File: config.mk
export PLATFORM = sky130hd
export DESIGN_NAME = alarm_ctrl_flat
export DESIGN_NICKNAME = d
export VERILOG_FILES = /design/src/rtl/watch_pkg.sv /design/src/rtl/alarm_ctrl_if.sv /design/src/rtl/alarm_ctrl_bcd2_inc.sv /design/src/rtl/alarm_ctrl.sv /design/src/flat_wrapper.sv
export SDC_FILE = /design/constraint.sdc
export NUM_CORES = 1
export LEC_CHECK = 0
export ABC_AREA = 1
export CAP_MARGIN = 20
export CELL_PAD_IN_SITES_DETAIL_PLACEMENT = 1
export CELL_PAD_IN_SITES_GLOBAL_PLACEMENT = 2
export CORE_MARGIN = 5
export CORE_UTILIZATION = 37
export DETAILED_ROUTE_END_ITERATION = 16
export HOLD_SLACK_MARGIN = 0.12
export PLACE_DENSITY_LB_ADDON = 0.1
export REMOVE_ABC_BUFFERS = 1
export SLEW_MARGIN = 20
export SYNTH_ARGS = -nofsm -noshare
export SYNTH_HDL_FRONTEND = slang
export SYNTH_SLANG_ARGS = --single-unit
File: constraint.sdc
create_clock -name clk -period 2.8 [get_ports clk]
set_input_delay 0.7 -clock clk [delete_from_list [all_inputs] [get_ports clk]]
set_output_delay 0.7 -clock clk [all_outputs]
set_load 0.005 [all_outputs]
File: src/rtl/watch_pkg.sv
// Shared types and constants for the watch alarm controller.
// Optional feature macro: ALARM_SNOOZE_EN adds the SNOOZE state.
package watch_pkg;

`ifdef ALARM_SNOOZE_EN
  typedef enum logic [2:0] {IDLE, EDIT_H, EDIT_M, RING, SNOOZE} state_t;
`else
  typedef enum logic [1:0] {IDLE, EDIT_H, EDIT_M, RING} state_t;
`endif

  // editSel codes (drive the blinking digit pair on the display)
  localparam logic [1:0] SEL_NONE  = 2'b00;
  localparam logic [1:0] SEL_HOURS = 2'b01;
  localparam logic [1:0] SEL_MINS  = 2'b10;

  localparam int HOUR_MAX = 23;
  localparam int MIN_MAX  = 59;

  // Alarm time as four BCD digits, HH:MM
  typedef struct packed {
    logic [3:0] h1;
    logic [3:0] h0;
    logic [3:0] m1;
    logic [3:0] m0;
  } bcdTime_t;

  function automatic logic [1:0] selFor(state_t s);
    case (s)
      EDIT_H:  return SEL_HOURS;
      EDIT_M:  return SEL_MINS;
      default: return SEL_NONE;
    endcase
  endfunction

endpackage

File: src/rtl/alarm_ctrl_if.sv
// Button/tick/match inputs and display/alarm outputs of alarm_ctrl.
//  slave  : controller side (inputs are buttons, tick, match)
//  master : environment side (buttons, tick source, comparator, display)
interface alarm_ctrl_if;
  logic       tick1Hz;
  logic       btnMode;
  logic       btnNext;
  logic       btnInc;
  logic       alarmMatch;
  logic [3:0] editH1;
  logic [3:0] editH0;
  logic [3:0] editM1;
  logic [3:0] editM0;
  logic       alarmSet;
  logic       alarmEnable;
  logic       ringing;
  logic [1:0] editSel;

  modport slave (
    input  tick1Hz, btnMode, btnNext, btnInc, alarmMatch,
    output editH1, editH0, editM1, editM0, alarmSet, alarmEnable, ringing, editSel
  );

  modport master (
    output tick1Hz, btnMode, btnNext, btnInc, alarmMatch,
    input  editH1, editH0, editM1, editM0, alarmSet, alarmEnable, ringing, editSel
  );
endinterface

File: src/rtl/alarm_ctrl_bcd2_inc.sv
// bcd2_inc: combinational two-digit BCD increment that wraps to 00 after LIMIT.
//  inHi/inLo   : current tens/units digit
//  outHi/outLo : incremented value
module bcd2_inc #(
  parameter int LIMIT = 59
) (
  input  logic [3:0] inHi,
  input  logic [3:0] inLo,
  output logic [3:0] outHi,
  output logic [3:0] outLo
);
  localparam logic [3:0] LIM_HI = 4'(LIMIT / 10);
  localparam logic [3:0] LIM_LO = 4'(LIMIT % 10);

  always_comb begin
    outHi = inHi;
    outLo = inLo + 4'd1;
    if (inHi == LIM_HI && inLo == LIM_LO) begin
      outHi = 4'd0;
      outLo = 4'd0;
    end else if (inLo == 4'd9) begin
      outHi = inHi + 4'd1;
      outLo = 4'd0;
    end
  end
endmodule

File: src/rtl/alarm_ctrl.sv
// alarm_ctrl: mode/sequencing controller for the watch alarm.
//  clk, reset : clock, async active-high reset
//  bus.slave  : tick1Hz, btnMode/btnNext/btnInc pulses, alarmMatch level in;
//               edit digits, alarmSet pulse, alarmEnable, ringing, editSel out
// Optional feature macro: ALARM_SNOOZE_EN (snooze on btnInc while ringing).
// All outputs are registered and reflect the state entered on the last edge.
module alarm_ctrl
  import watch_pkg::*;
#(
  parameter int RING_SECS   = 60,
  parameter int SNOOZE_SECS = 300,
  parameter int MAX_SNOOZE  = 3,
  parameter int CNT_W       = 9
) (
  input  logic        clk,
  input  logic        reset,
  alarm_ctrl_if.slave bus
);

  state_t     state, nextState;
  bcdTime_t   editT, savedT;
  logic [CNT_W-1:0] secCnt;
  logic       matchQ, enQ, setQ, ringQ;
  logic [1:0] selQ;
  logic       rise;
  logic       incH, incM, commit, abort, toggleEn, cntInc;
  logic [3:0] hNxt1, hNxt0, mNxt1, mNxt0;

`ifdef ALARM_SNOOZE_EN
  localparam int SNZ_W = $clog2(MAX_SNOOZE + 1);
  logic [SNZ_W-1:0] snoozeCnt;
  logic             snzInc;
`else
  logic unusedCfg;
  assign unusedCfg = ^{SNOOZE_SECS[0], MAX_SNOOZE[0]};
`endif

  // Only a fresh match edge can start ringing; a level left high after
  // dismissal or across an edit session never re-triggers.
  assign rise = bus.alarmMatch & ~matchQ;

  bcd2_inc #(.LIMIT(HOUR_MAX)) uHourInc (
    .inHi(editT.h1), .inLo(editT.h0), .outHi(hNxt1), .outLo(hNxt0)
  );
  bcd2_inc #(.LIMIT(MIN_MAX)) uMinInc (
    .inHi(editT.m1), .inLo(editT.m0), .outHi(mNxt1), .outLo(mNxt0)
  );

  always_comb begin
    nextState = state;
    incH      = 1'b0;
    incM      = 1'b0;
    commit    = 1'b0;
    abort     = 1'b0;
    toggleEn  = 1'b0;
    cntInc    = 1'b0;
`ifdef ALARM_SNOOZE_EN
    snzInc    = 1'b0;
`endif
    case (state)
      IDLE: begin
        if (bus.btnMode)           toggleEn  = 1'b1;
        else if (bus.btnNext)      nextState = EDIT_H;
        else if (rise && enQ)      nextState = RING;
      end
      EDIT_H: begin
        if (bus.btnMode) begin
          abort     = 1'b1;
          nextState = IDLE;
        end else if (bus.btnNext)  nextState = EDIT_M;
        else if (bus.btnInc)       incH      = 1'b1;
      end
      EDIT_M: begin
        if (bus.btnMode) begin
          abort     = 1'b1;
          nextState = IDLE;
        end else if (bus.btnNext) begin
          commit    = 1'b1;
          nextState = IDLE;
        end else if (bus.btnInc)   incM      = 1'b1;
      end
      RING: begin
        // Buttons take precedence over a coincident tick.
        if (bus.btnMode || bus.btnNext) nextState = IDLE;
`ifdef ALARM_SNOOZE_EN
        else if (bus.btnInc) begin
          if (32'(snoozeCnt) < MAX_SNOOZE) begin
            nextState = SNOOZE;
            snzInc    = 1'b1;
          end else begin
            nextState = IDLE;
          end
        end
`else
        else if (bus.btnInc)       nextState = IDLE;
`endif
        else if (bus.tick1Hz) begin
          if (secCnt == CNT_W'(RING_SECS - 1)) nextState = IDLE;
          else                                 cntInc    = 1'b1;
        end
      end
`ifdef ALARM_SNOOZE_EN
      SNOOZE: begin
        if (bus.btnMode || bus.btnNext) nextState = IDLE;
        else if (bus.tick1Hz) begin
          if (secCnt == CNT_W'(SNOOZE_SECS - 1)) nextState = RING;
          else                                   cntInc    = 1'b1;
        end
      end
`endif
      default: nextState = IDLE;
    endcase
  end

  always_ff @(posedge clk or posedge reset) begin
    if (reset) begin
      state     <= IDLE;
      matchQ    <= 1'b0;
      editT     <= '0;
      savedT    <= '0;
      secCnt    <= '0;
      enQ       <= 1'b0;
      setQ      <= 1'b0;
      ringQ     <= 1'b0;
      selQ      <= SEL_NONE;
`ifdef ALARM_SNOOZE_EN
      snoozeCnt <= '0;
`endif
    end else begin
      state  <= nextState;
      matchQ <= bus.alarmMatch;
      setQ   <= commit;
      ringQ  <= (nextState == RING);
      selQ   <= selFor(nextState);

      if (toggleEn)    enQ <= ~enQ;
      else if (commit) enQ <= 1'b1;

      // Every state change restarts the second counter.
      if (nextState != state) secCnt <= '0;
      else if (cntInc)        secCnt <= secCnt + 1'b1;

      if (abort)      editT <= savedT;
      else if (incH) begin
        editT.h1 <= hNxt1;
        editT.h0 <= hNxt0;
      end else if (incM) begin
        editT.m1 <= mNxt1;
        editT.m0 <= mNxt0;
      end

      if (commit) savedT <= editT;

`ifdef ALARM_SNOOZE_EN
      if (state == IDLE && nextState == RING) snoozeCnt <= '0;
      else if (snzInc)                        snoozeCnt <= snoozeCnt + 1'b1;
`endif
    end
  end

  assign bus.editH1      = editT.h1;
  assign bus.editH0      = editT.h0;
  assign bus.editM1      = editT.m1;
  assign bus.editM0      = editT.m0;
  assign bus.alarmSet    = setQ;
  assign bus.alarmEnable = enQ;
  assign bus.ringing     = ringQ;
  assign bus.editSel     = selQ;

endmodule

File: src/flat_wrapper.sv
// flat-port wrapper written by rule: the top's interface ports become plain ports
module alarm_ctrl_flat import watch_pkg::*;
#(
  parameter int RING_SECS   = 60,
  parameter int SNOOZE_SECS = 300,
  parameter int MAX_SNOOZE  = 3,
  parameter int CNT_W       = 9
)
  (clk, reset, bus_tick1Hz, bus_btnMode, bus_btnNext, bus_btnInc, bus_alarmMatch, bus_editH1, bus_editH0, bus_editM1, bus_editM0, bus_alarmSet, bus_alarmEnable, bus_ringing, bus_editSel);
  alarm_ctrl_if bus_i ();
  input  logic clk;
  input  logic reset;
  input wire logic [$bits(bus_i.tick1Hz)-1:0] bus_tick1Hz;
  input wire logic [$bits(bus_i.btnMode)-1:0] bus_btnMode;
  input wire logic [$bits(bus_i.btnNext)-1:0] bus_btnNext;
  input wire logic [$bits(bus_i.btnInc)-1:0] bus_btnInc;
  input wire logic [$bits(bus_i.alarmMatch)-1:0] bus_alarmMatch;
  output wire logic [$bits(bus_i.editH1)-1:0] bus_editH1;
  output wire logic [$bits(bus_i.editH0)-1:0] bus_editH0;
  output wire logic [$bits(bus_i.editM1)-1:0] bus_editM1;
  output wire logic [$bits(bus_i.editM0)-1:0] bus_editM0;
  output wire logic [$bits(bus_i.alarmSet)-1:0] bus_alarmSet;
  output wire logic [$bits(bus_i.alarmEnable)-1:0] bus_alarmEnable;
  output wire logic [$bits(bus_i.ringing)-1:0] bus_ringing;
  output wire logic [$bits(bus_i.editSel)-1:0] bus_editSel;
  assign bus_i.tick1Hz = bus_tick1Hz;
  assign bus_i.btnMode = bus_btnMode;
  assign bus_i.btnNext = bus_btnNext;
  assign bus_i.btnInc = bus_btnInc;
  assign bus_i.alarmMatch = bus_alarmMatch;
  assign bus_editH1 = bus_i.editH1;
  assign bus_editH0 = bus_i.editH0;
  assign bus_editM1 = bus_i.editM1;
  assign bus_editM0 = bus_i.editM0;
  assign bus_alarmSet = bus_i.alarmSet;
  assign bus_alarmEnable = bus_i.alarmEnable;
  assign bus_ringing = bus_i.ringing;
  assign bus_editSel = bus_i.editSel;
  alarm_ctrl #(.RING_SECS(RING_SECS), .SNOOZE_SECS(SNOOZE_SECS), .MAX_SNOOZE(MAX_SNOOZE), .CNT_W(CNT_W)) u_core (.clk(clk), .reset(reset), .bus(bus_i));
endmodule
==> flow_summary_export.csv <==
group,metric,value,unit
worst_setup_path,max_stage_delay,690,ps
logic_synthesis,syn_avg_cell_area,8.47,um^2
drt,routed_via_density,4.74,
worst_setup_path,required,2990,ps
floorplan,initial_core_util,38.5,%
worst_setup_path,end_kind,"register",
sta,hold_viol_final,0,
sta,relSlewSlack,65.2,%
clock_network,cts_root_buffer,"clkbuf_8",
placement,place_hpwl,4520,um
status,outcome,"completed",
logic_synthesis,synthFlopType,"dfrtp_1",
drt,routed_wl,6070,um
sta,max_freq,464,MHz
power,total_power,3.12,mW
cells_and_area,final_area,0.00312,mm^2
clock_network,hold_buffers,0,
sta,fin_crit,2150,ps
clock_network,clock_sinks,49,
floorplan,io_pins,28,
floorplan,fp.dieH,94.5,um
worst_setup_path,crit_type,"in2reg",
drt,drt_iter0_drc,34,
placement,place_congestion,0.740,
sta,grt_setup_unrepaired,"no",
floorplan,die_area,0.00893,mm^2
drt,wl_per_cell,13.8,um
run,cap_violations,0,
global_routing,grt_overflow,0,
worst_setup_path,start_kind,"input port",
cells_and_area,area_growth,18.2,%
floorplan,die_x,94.5,um
sta,setup_tns,0,ps
cells_and_area,fin_nets,361,
global_routing,grt_first_pass_wirelength,10300,um
worst_setup_path,worstPathMaxFanout,12,
sta,setup_violations,0,
cells_and_area,drive_above_1_share,16.8,%
clock_network,cts_tree,"built",
cells_and_area,diodes,0,
clock_network,path_clk_slew,90,ps
worst_setup_path,path_common_cell,"inv_2",
logic_synthesis,synthTopCellsByCount,"nand2_1 (72), dfrtp_1 (49), inv_1 (28)",
drt,vias,2089,
logic_synthesis,async_flop_share,100,%
logic_synthesis,synthTopCellsByArea,"dfrtp_1 (46%), nand2_1 (10%), o21ai_0 (4.9%)",
clock_network,clock_latency,310,ps
sta,worst_slew_pin_slew,521,ps
clock_network,cts_max_level,2,
clock_network,cts_setup_buffers,0,
worst_setup_path,crit_arrival,2350,ps
logic_synthesis,netlist_instances,312,
drt,ant_nets,0,
logic_synthesis,yosysTopAreaCell,"dfrtp_1",
sta,setup_ws,646,ps
global_routing,antenna_found_initial,0,
logic_synthesis,yosysSeqAreaShare,46.4,%
cells_and_area,ff_latch_area,0.00123,mm^2
logic_synthesis,yosysUniqueCellTypes,34,
power,p_per_area,999,mW/mm^2
worst_setup_path,path_cells,"clkdlybuf4s50_1 > nand2_4 > inv_2 > nor2_2 > nor2_8 > inv_2 > a22oi_2 > o31ai_2",
global_routing,grt_pass1_vias,2135,
global_routing,grt_max_degree,30,
floorplan,core,0.00687,mm^2
worst_setup_path,critPathSlowestCell,"clkdlybuf4s50_1",
power,power_leakage,1.43,nW
clock_network,cts_resized,0,
power,peakVddDrop,0.000409,V
logic_synthesis,synth_most_common_cell,"nand2_1",
clock_network,cts_buffer_depth,2,
global_routing,grt_usage,14.6,%
min_path,hold_class,"reg2reg",
worst_setup_path,worst-path-buf-inv,3,
cells_and_area,fillers,824,
drt,first_pass_iters,4,
placement,port_buffers,27,
drt,drc,0,
logic_synthesis,yosysWarnings,0,
floorplan,rows,30,
placement,pre_cts_slack,287,ps
logic_synthesis,syn_area,0.00264,mm^2
sta,finClkSkew,11.7,ps
logic_synthesis,synth_edf_count,0,
cells_and_area,multi_input_area,0.00124,mm^2
clock_network,cts_buffers,5,
logic_synthesis,synth.top_cell.area_share,46.4,%
sta,maxSlewViolCount,0,
placement,dpl-instance-area,0.00303,mm^2
sta,min_period_over_period,76.9,%
logic_synthesis,ys_seq_elements,49,
worst_setup_path,cp_top_family,"buffers and inverters",
final cells by class:
type,instances,area share (%)
multi-input combinational,219,39.6
clock buffer,6,2.64
timing repair buffer,31,9.61
clock inverter,2,0.441
tap,96,3.84
inverter,38,4.57
sequential,49,39.2
where the power goes:
part	internal [mW]	switching (mW)
clock	0.201	0.255
combinational	0.628	0.811
sequential	0.966	0.260
per-layer routing:
layer	wire length, um	GRT usage (%)	share of wire [%]	vias to the layer above
met5	0	0	0	-
met2	2780	23.0	46	21
met3	168	3.03	2.8	8
met1	3030	19.9	50	1005
met4	88	4.69	1.4	0
li1	-	-	-	1055
worst min-delay path, stage by stage, from the launching register on:
cell	delay (ps)
dfrtp_1	360
nand2_1	50
nand2_1	50
flip-flops by register name, indices dropped and copies added, names as in the netlist:
signal and count:
u_core.state 2, u_core.savedT 16, u_core.bus.alarmSet 1, u_core.bus.editSel 2
u_core.bus.editH1 4, u_core.bus.editM1 4, u_core.bus.alarmEnable 1, u_core.bus.ringing 1
u_core.bus.editM0 4, u_core.secCnt 9, u_core.bus.editH0 4, u_core.matchQ 1
final timing paths:
path,start,cells after the start,slack [ps],endpoint
max in group asynchronous,reset,3,1440,u_core.state[0]
min,u_core.savedT[1],2,490,u_core.savedT[1]
max,bus_btnMode,8,650,u_core.bus.editM1[0]
max reg2reg,u_core.state[1],9,820,u_core.bus.editM1[0]
min in group asynchronous,reset,2,730,u_core.savedT[11]
min reg2reg,u_core.savedT[1],2,490,u_core.savedT[1]
cells in the final DEF (no fill, tap or decap), types with 2 or more instances in the layout:
cell type / Yosys / layout
xor2_1: 11 / 11
nand3_1: 10 / 10
clkdlybuf4s50_1: 0 / 27
inv_1: 28 / 27
o21ai_0: 26 / 26
buf_4: 1 / 4
nor2_1: 22 / 22
o21ai_1: 3 / 3
nor2_4: 2 / 2
nand2_4: 2 / 2
dfrtp_1: 49 / 49
nand2_2: 8 / 8
o211ai_1: 2 / 2
a21oi_1: 12 / 12
a31oi_1: 4 / 4
nand2_1: 72 / 72
ha_1: 10 / 10
nor3_1: 4 / 4
inv_2: 10 / 11
nor2_2: 15 / 15
nand4_1: 4 / 4
nand3_2: 2 / 2
clkbuf_8: 0 / 6
through the flow:
| stage | util, % | hold slack, ps | cells |
|---|---|---|---|
| 2_1_floorplan | - | 442 | 306 |
| 3_3_place_gp | 44.1 | 460 | 433 |
| 3_5_place_dp | 44.1 | 467 | 433 |
| 4_1_cts | 45.5 | 490 | 441 |
| 5_1_grt | 45.5 | 522 | 441 |
| 6_report | 45.5 | 487 | 441 |
cells by family (layout without fill, tap and decap cells):
| family | Yosys count | in the layout | synth area share, % |
|---|---|---|---|
| buffers and inverters | 44 | 77 | 6.72 |
| adders and majority gates | 10 | 10 | 4.73 |
| and+or+nand+nor | 146 | 146 | 27.4 |
| DFF | 49 | 49 | 46.4 |
| xor gates and xnor gates | 12 | 12 | 3.98 |
| AOI/OAI and AO/OA | 51 | 51 | 10.8 |
Power figures use the tool's default switching activity.
